[config.mk]
export PLATFORM = sky130hd
export DESIGN_NAME = rf_dump_ctrl
export DESIGN_NICKNAME = d
export VERILOG_FILES = /design/src/rtl/rf_dump_ctrl.sv
export SDC_FILE = /design/constraint.sdc
export NUM_CORES = 1
export LEC_CHECK = 0
export BUFFER_PORTS_ARGS = -buffer_cell sky130_fd_sc_hd__clkbuf_2
export CAP_MARGIN = 20
export CORE_MARGIN = 2
export CORE_UTILIZATION = 50
export DETAILED_ROUTE_END_ITERATION = 12
export GPL_ROUTABILITY_DRIVEN = 0
export PLACE_DENSITY = 0.95
export SKIP_LAST_GASP = 1
export SLEW_MARGIN = 25
export SYNTH_ARGS = -nofsm -noshare
export SYNTH_HDL_FRONTEND = slang
export SYNTH_SLANG_ARGS = --single-unit
[constraint.sdc]
create_clock -name i_clk -period 4.1 [get_ports i_clk]
set_input_delay 0.82 -clock i_clk [delete_from_list [all_inputs] [get_ports i_clk]]
set_output_delay 0.82 -clock i_clk [all_outputs]
set_load 0.02 [all_outputs]
[src/rtl/rf_dump_ctrl.sv]
// Read-side dump sequencer for a 2R/1W register file: walks a (possibly wrapping) address
// range on one read port and streams each captured word with its address over valid/ready.
module rf_dump_ctrl #(
  parameter int unsigned Depth = 4,
  parameter int unsigned Width = 32
) (
  input  logic             i_clk,
  input  logic             i_clr,
  input  logic             i_start,
  input  logic [Depth-1:0] i_first_addr,
  input  logic [Depth-1:0] i_last_addr,
  output logic [Depth-1:0] o_rf_addr,
  input  logic [Width-1:0] i_rf_data,
  output logic [Width-1:0] o_out_data,
  output logic [Depth-1:0] o_out_addr,
  output logic             o_out_valid,
  input  logic             i_out_ready,
  output logic             o_busy,
  output logic             o_done
);

  localparam logic [1:0] StIdle = 2'd0;
  localparam logic [1:0] StRead = 2'd1;
  localparam logic [1:0] StHold = 2'd2;
  localparam logic [1:0] StDone = 2'd3;

  localparam logic [Depth-1:0] AddrOne = {{(Depth-1){1'b0}}, 1'b1};

  logic [1:0]       r_state;
  logic [Depth-1:0] r_rf_addr;
  logic [Depth-1:0] r_last;
  logic [Width-1:0] r_out_data;
  logic [Depth-1:0] r_out_addr;
  logic             r_out_valid;
  logic             r_done;

  logic [1:0]       w_state_nxt;
  logic [Depth-1:0] w_rf_addr_nxt;
  logic [Depth-1:0] w_last_nxt;
  logic [Width-1:0] w_out_data_nxt;
  logic [Depth-1:0] w_out_addr_nxt;
  logic             w_out_valid_nxt;
  logic             w_done_nxt;

  always_comb begin
    w_state_nxt     = r_state;
    w_rf_addr_nxt   = r_rf_addr;
    w_last_nxt      = r_last;
    w_out_data_nxt  = r_out_data;
    w_out_addr_nxt  = r_out_addr;
    w_out_valid_nxt = r_out_valid;
    w_done_nxt      = 1'b0;
    case (r_state)
      StIdle: begin
        if (i_start) begin
          w_rf_addr_nxt = i_first_addr;
          w_last_nxt    = i_last_addr;
          w_state_nxt   = StRead;
        end
      end
      StRead: begin
        // Capture at this edge: a same-edge RF write is not yet visible on i_rf_data.
        w_out_data_nxt  = i_rf_data;
        w_out_addr_nxt  = r_rf_addr;
        w_out_valid_nxt = 1'b1;
        w_state_nxt     = StHold;
      end
      StHold: begin
        if (i_out_ready) begin
          w_out_valid_nxt = 1'b0;
          if (r_out_addr == r_last) begin
            w_done_nxt  = 1'b1;
            w_state_nxt = StDone;
          end else begin
            w_rf_addr_nxt = r_rf_addr + AddrOne;
            w_state_nxt   = StRead;
          end
        end
      end
      StDone: begin
        w_state_nxt = StIdle;
      end
      default: begin
        w_state_nxt = StIdle;
      end
    endcase
  end

  always_ff @(posedge i_clk) begin
    if (i_clr) begin
      r_state     <= StIdle;
      r_rf_addr   <= '0;
      r_last      <= '0;
      r_out_data  <= '0;
      r_out_addr  <= '0;
      r_out_valid <= 1'b0;
      r_done      <= 1'b0;
    end else begin
      r_state     <= w_state_nxt;
      r_rf_addr   <= w_rf_addr_nxt;
      r_last      <= w_last_nxt;
      r_out_data  <= w_out_data_nxt;
      r_out_addr  <= w_out_addr_nxt;
      r_out_valid <= w_out_valid_nxt;
      r_done      <= w_done_nxt;
    end
  end

  assign o_rf_addr   = r_rf_addr;
  assign o_out_data  = r_out_data;
  assign o_out_addr  = r_out_addr;
  assign o_out_valid = r_out_valid;
  assign o_done      = r_done;
  assign o_busy      = (r_state != StIdle);

endmodule
# == Word level (Yosys, flattened, before mapping) ==
# Cells that the tools add are included.
# totals
ff_bits,48
input_bits,44
output_inout_bits,43
wordCells,37
# classes
n_addsub,1
n_eq_ne,7
muxes,11
bitwise,2
n_reduce_logical,9
# op_table
cell,count
$mux W4,3
$pmux W2 S4,1
$pmux W4 S2,1
$mux W2,3
$ne A2 B2 Y1 const B,3
$reduce_and A2 Y1,3
$reduce_bool A2 Y1,3
$add A4 B1 Y4 const B,1
$eq A2 B2 Y1 const B,2
$eq A4 B4 Y1,1
$reduce_and A4 Y1,1
$reduce_or A3 Y1,1
$eq A2 B1 Y1 const B,1
$logic_not A2 Y1,1
$mux W1,2
$not A1 Y1,2
$pmux W1 S2,1

# == Depth between registers and ports, before layout ==
# depth
ltp_word,4
depth_mapped,6
depth_no_buf,4

# == Worst setup path before layout ==
# Ideal clock, no wire load.
# synth_path
kind,input-to-reg
startpoint,input i_out_ready
endpoint,register r_rf_addr[0] (netlist: o_rf_addr[0])
setup_time_ns,0.124
t_arrival_ns,1.588
required_ns,3.976
slack_ns,2.388
path_stages,5
n_path_buf,1
path_cell_list,mux2i_1 or2_1 clkbuf_1 nor4b_1 a2111o_1
# synth_between
elab_chain_cells,2
# synth_rtl
element,line_no,source
"start, declared",17,"input logic i_out_ready,"
$ne A2 B2 Y1 (no line),--,
$reduce_and A4 Y1 (no line),--,
"end signal, assigned",100,r_rf_addr <= w_rf_addr_nxt;
"end, declared",30,logic [Depth-1:0] r_rf_addr;
# No other way between the ends.
# A chain may end at the register's enable or synchronous reset.

# == Final worst setup path ==
# layout_path
startpoint,register r_state[1]
endpoint,output o_busy
# layout_between
elab_chain_cells,1
# layout_rtl
element,line_no,source
"start, declared",29,logic [1:0] r_state;
"start signal, assigned",91,r_state <= StIdle;
"start signal, assigned",99,r_state <= w_state_nxt;
$reduce_bool A2 Y1,114,assign o_busy = (r_state != StIdle);
"end, declared",18,"output logic o_busy,"
# No other way between the ends.

==> impl_metrics.env <==
export IMPL_finalSetupViolCount=0
export IMPL_synth_compound_area_frac=0.1521
export IMPL_postLayoutCellArea_um2=2445
export IMPL_skew_ps=5.823
export IMPL_most_common_layout_cells="clkbuf_2, nand2_1, dfxtp_1"
export IMPL_via_per_inst=5.125
export IMPL_tns_ps=0
export IMPL_reg2reg_depth=4
export IMPL_synthSimpleGateAreaFrac=0.2471
export IMPL_post_cts_buffers=0
export IMPL_drc=0
export IMPL_syn_area_per_cell_um2=8.295
export IMPL_io_buffer_count=86
export IMPL_hold_buffers=0
export IMPL_clkTransAtPathRegs_ps=90
export IMPL_worst_pin_slew_ps=955.2
export IMPL_dpl_cell_area_um2=2351
export IMPL_dp_cells=352
export IMPL_routed_wl_um=4447
export IMPL_crit_start="r_state[1]"
export IMPL_finalHoldViolCount=0
export IMPL_insertion_delay_ps=290
export IMPL_status="finished clean"
export IMPL_syn2layout_area_growth_pct=27.05
export IMPL_grt_setup_unrepaired="no"
export IMPL_layout_cells_most_common="clkbuf_2"
export IMPL_cts_sink_count=48
export IMPL_max_slew_margin=0.3632
export IMPL_arrival_ps=1290
export IMPL_ys_seq_area_frac=0.4993
export IMPL_path_class="reg -> out"
export IMPL_crit_path_start_kind="register"
export IMPL_numCtsBuffers=5
export IMPL_reg2reg_from="r_state[0]"
export IMPL_cp_max_fo=11
export IMPL_maxCapViolCount=0
export IMPL_core_area_um2=3689
export IMPL_root_buffer="clkbuf_8"
export IMPL_synth_adder_area_share=0.006502
export IMPL_leakage_nw=1.077
export IMPL_synthCells=232
export IMPL_ios=87
export IMPL_num_antenna_cells=0
export IMPL_firstDrtPassIters=4
export IMPL_fin_util=0.6628
export IMPL_yosysWarningCount=0
export IMPL_peakVddDrop_mv=0.2950
export IMPL_syn_nets=277
export IMPL_initial_core_util=0.5217
export IMPL_register_area_um2=960.9
export IMPL_wl_per_cell_um=12.35
export IMPL_ctsResizeCount=0
export IMPL_muxShareOfSynthArea=0.03121
export IMPL_min_period_ps=2109
export IMPL_die_width_um=66.04
export IMPL_grt_max_degree=52
export IMPL_multi_input_area_um2=880.8
export IMPL_worstPathRequired_ps=3280
export IMPL_p_per_area_nw_per_um2=402.7
export IMPL_grt_overflow=0
export IMPL_grt_use_total=0.2086
export IMPL_ant_nets=0
export IMPL_dieArea_um2=4361
export IMPL_layout_drive_gt1_share=0.3173
export IMPL_grt_pass1_vias=1723
export IMPL_fin_cells=360
export IMPL_synth_xor_area_frac=0.01821
export IMPL_antenna_found_initial=0
export IMPL_finalCritPeriodShare=0.5145
export IMPL_htree_num_levels=2
export IMPL_min_delay_start="o_out_data[9]"
export IMPL_grt_pass1_wl_um=7093
export IMPL_final_max_slew_viol_count=0
export IMPL_drt_initial_drc_count=119
export IMPL_fin_nets=356
export IMPL_vias=1845
export IMPL_whs_path_depth=2
export IMPL_synth_top_family_by_area="simple AND/OR/NAND/NOR gates"
export IMPL_fmax_mhz=474.1
export IMPL_synth_area_um2=1924
export IMPL_chipHeight_um=66.04
export IMPL_synth_distinct_cells=39
export IMPL_fillCellCount=335
export IMPL_hold_path_class="reg -> reg"
export IMPL_num_rows=22
export IMPL_dp_hpwl_um=3233
export IMPL_cts_tree="built"
export IMPL_ys_seq_elements=48
export IMPL_ctsLongestPathBuffers=2
export IMPL_critPathCaptureType="output pin"
synthesized netlist by cell type, drive strengths merged:
| master | instances | share of area |
|---|---|---|
| nand2 | 74 | 0.14 |
| dfxtp | 48 | 0.50 |
| a21oi | 38 | 0.099 |
| buf | 10 | 0.030 |
| nor2 | 9 | 0.018 |
| mux2i | 6 | 0.031 |
| clkbuf | 5 | 0.0098 |
| nand2b | 4 | 0.017 |
| xnor2 | 4 | 0.018 |
| inv | 3 | 0.0059 |
| nor2b | 3 | 0.0098 |
| and3 | 2 | 0.0065 |
| nand3 | 2 | 0.0052 |
| nor4b | 2 | 0.0091 |
| o21ai | 2 | 0.0052 |
| or2 | 2 | 0.0065 |
| a2111o | 1 | 0.0059 |
| a2111oi | 1 | 0.0052 |
| a211oi | 1 | 0.0039 |
| a221oi | 1 | 0.0046 |
| a222oi | 1 | 0.0052 |
| a2bb2oi | 1 | 0.0046 |
| a32o | 1 | 0.0052 |
| a32oi | 1 | 0.0046 |
| and4 | 1 | 0.0046 |
| ha | 1 | 0.0065 |
| nand3b | 1 | 0.0039 |
| nand4 | 1 | 0.0033 |
| nor3 | 1 | 0.0026 |
| nor3b | 1 | 0.0098 |
| o221ai | 1 | 0.0046 |
| o2bb2ai | 1 | 0.0046 |
| or3 | 1 | 0.0033 |
| or4 | 1 | 0.0039 |
final timing paths:
| path | endpoint | slack, ps |
|---|---|---|
| max | o_busy | 1990 |
| min | o_out_data[9] | 460 |
| max reg2reg | o_out_data[29] | 2270 |
| min reg2reg | o_out_data[9] | 460 |
per-layer routing:
layer | up-vias | track usage | share of wire
met4 | 0 | 0.09439 | 0.013
met5 | - | 0 | 0
met2 | 57 | 0.3687 | 0.50
met3 | 6 | 0.03578 | 0.052
met1 | 849 | 0.2457 | 0.44
li1 | 933 | - | -
sequential cells by signal, indices dropped and copies added (netlist names):
name and cells:
o_out_data 32, o_out_addr 4, o_rf_addr 4, r_last 4
r_state 2, o_done 1, o_out_valid 1
stage by stage:
stage / hold WS [ps] / setup WS (ps) / total power, W
2_1_floorplan: 481.7 / 2388 / 0.0006460
3_3_place_gp: 441.1 / 1716 / 0.0007031
3_5_place_dp: 450.5 / 1705 / 0.0007096
4_1_cts: 462.2 / 1994 / 0.0009886
5_1_grt: 481.3 / 1922 / 0.001027
6_report: 460.4 / 1991 / 0.0009846
cells by family after synthesis:
kind of cell / count (synthesis)
XOR/XNOR: 4
flip-flops: 48
buffers and inverters: 18
AO/OA/AOI/OAI: 50
multiplexers: 6
adder cells (fa/ha/maj): 1
AND/OR/NAND/NOR: 105
final cells by class:
cell class              instances  share of cell area
clock buffers                   7             0.03531
clock inverters                 1            0.003071
multi-input cells             166              0.3603
flip-flops and latches         48              0.3930
repair buffers                 87              0.1791
inverters                       3            0.004606
well taps                      48             0.02457
power by group:
part / switching (W) / internal [W]
sequential: 0.0000246 / 0.000494
combinational: 0.000109 / 0.0000700
clock: 0.000149 / 0.000137
total: 0.000283 / 0.000701
worst max-delay path, stage by stage (launching register included):
cell and delay (ps):
dfxtp_1 650, or2_2 200, clkbuf_2 150
No activity file was read; power rests on OpenSTA's default activity.
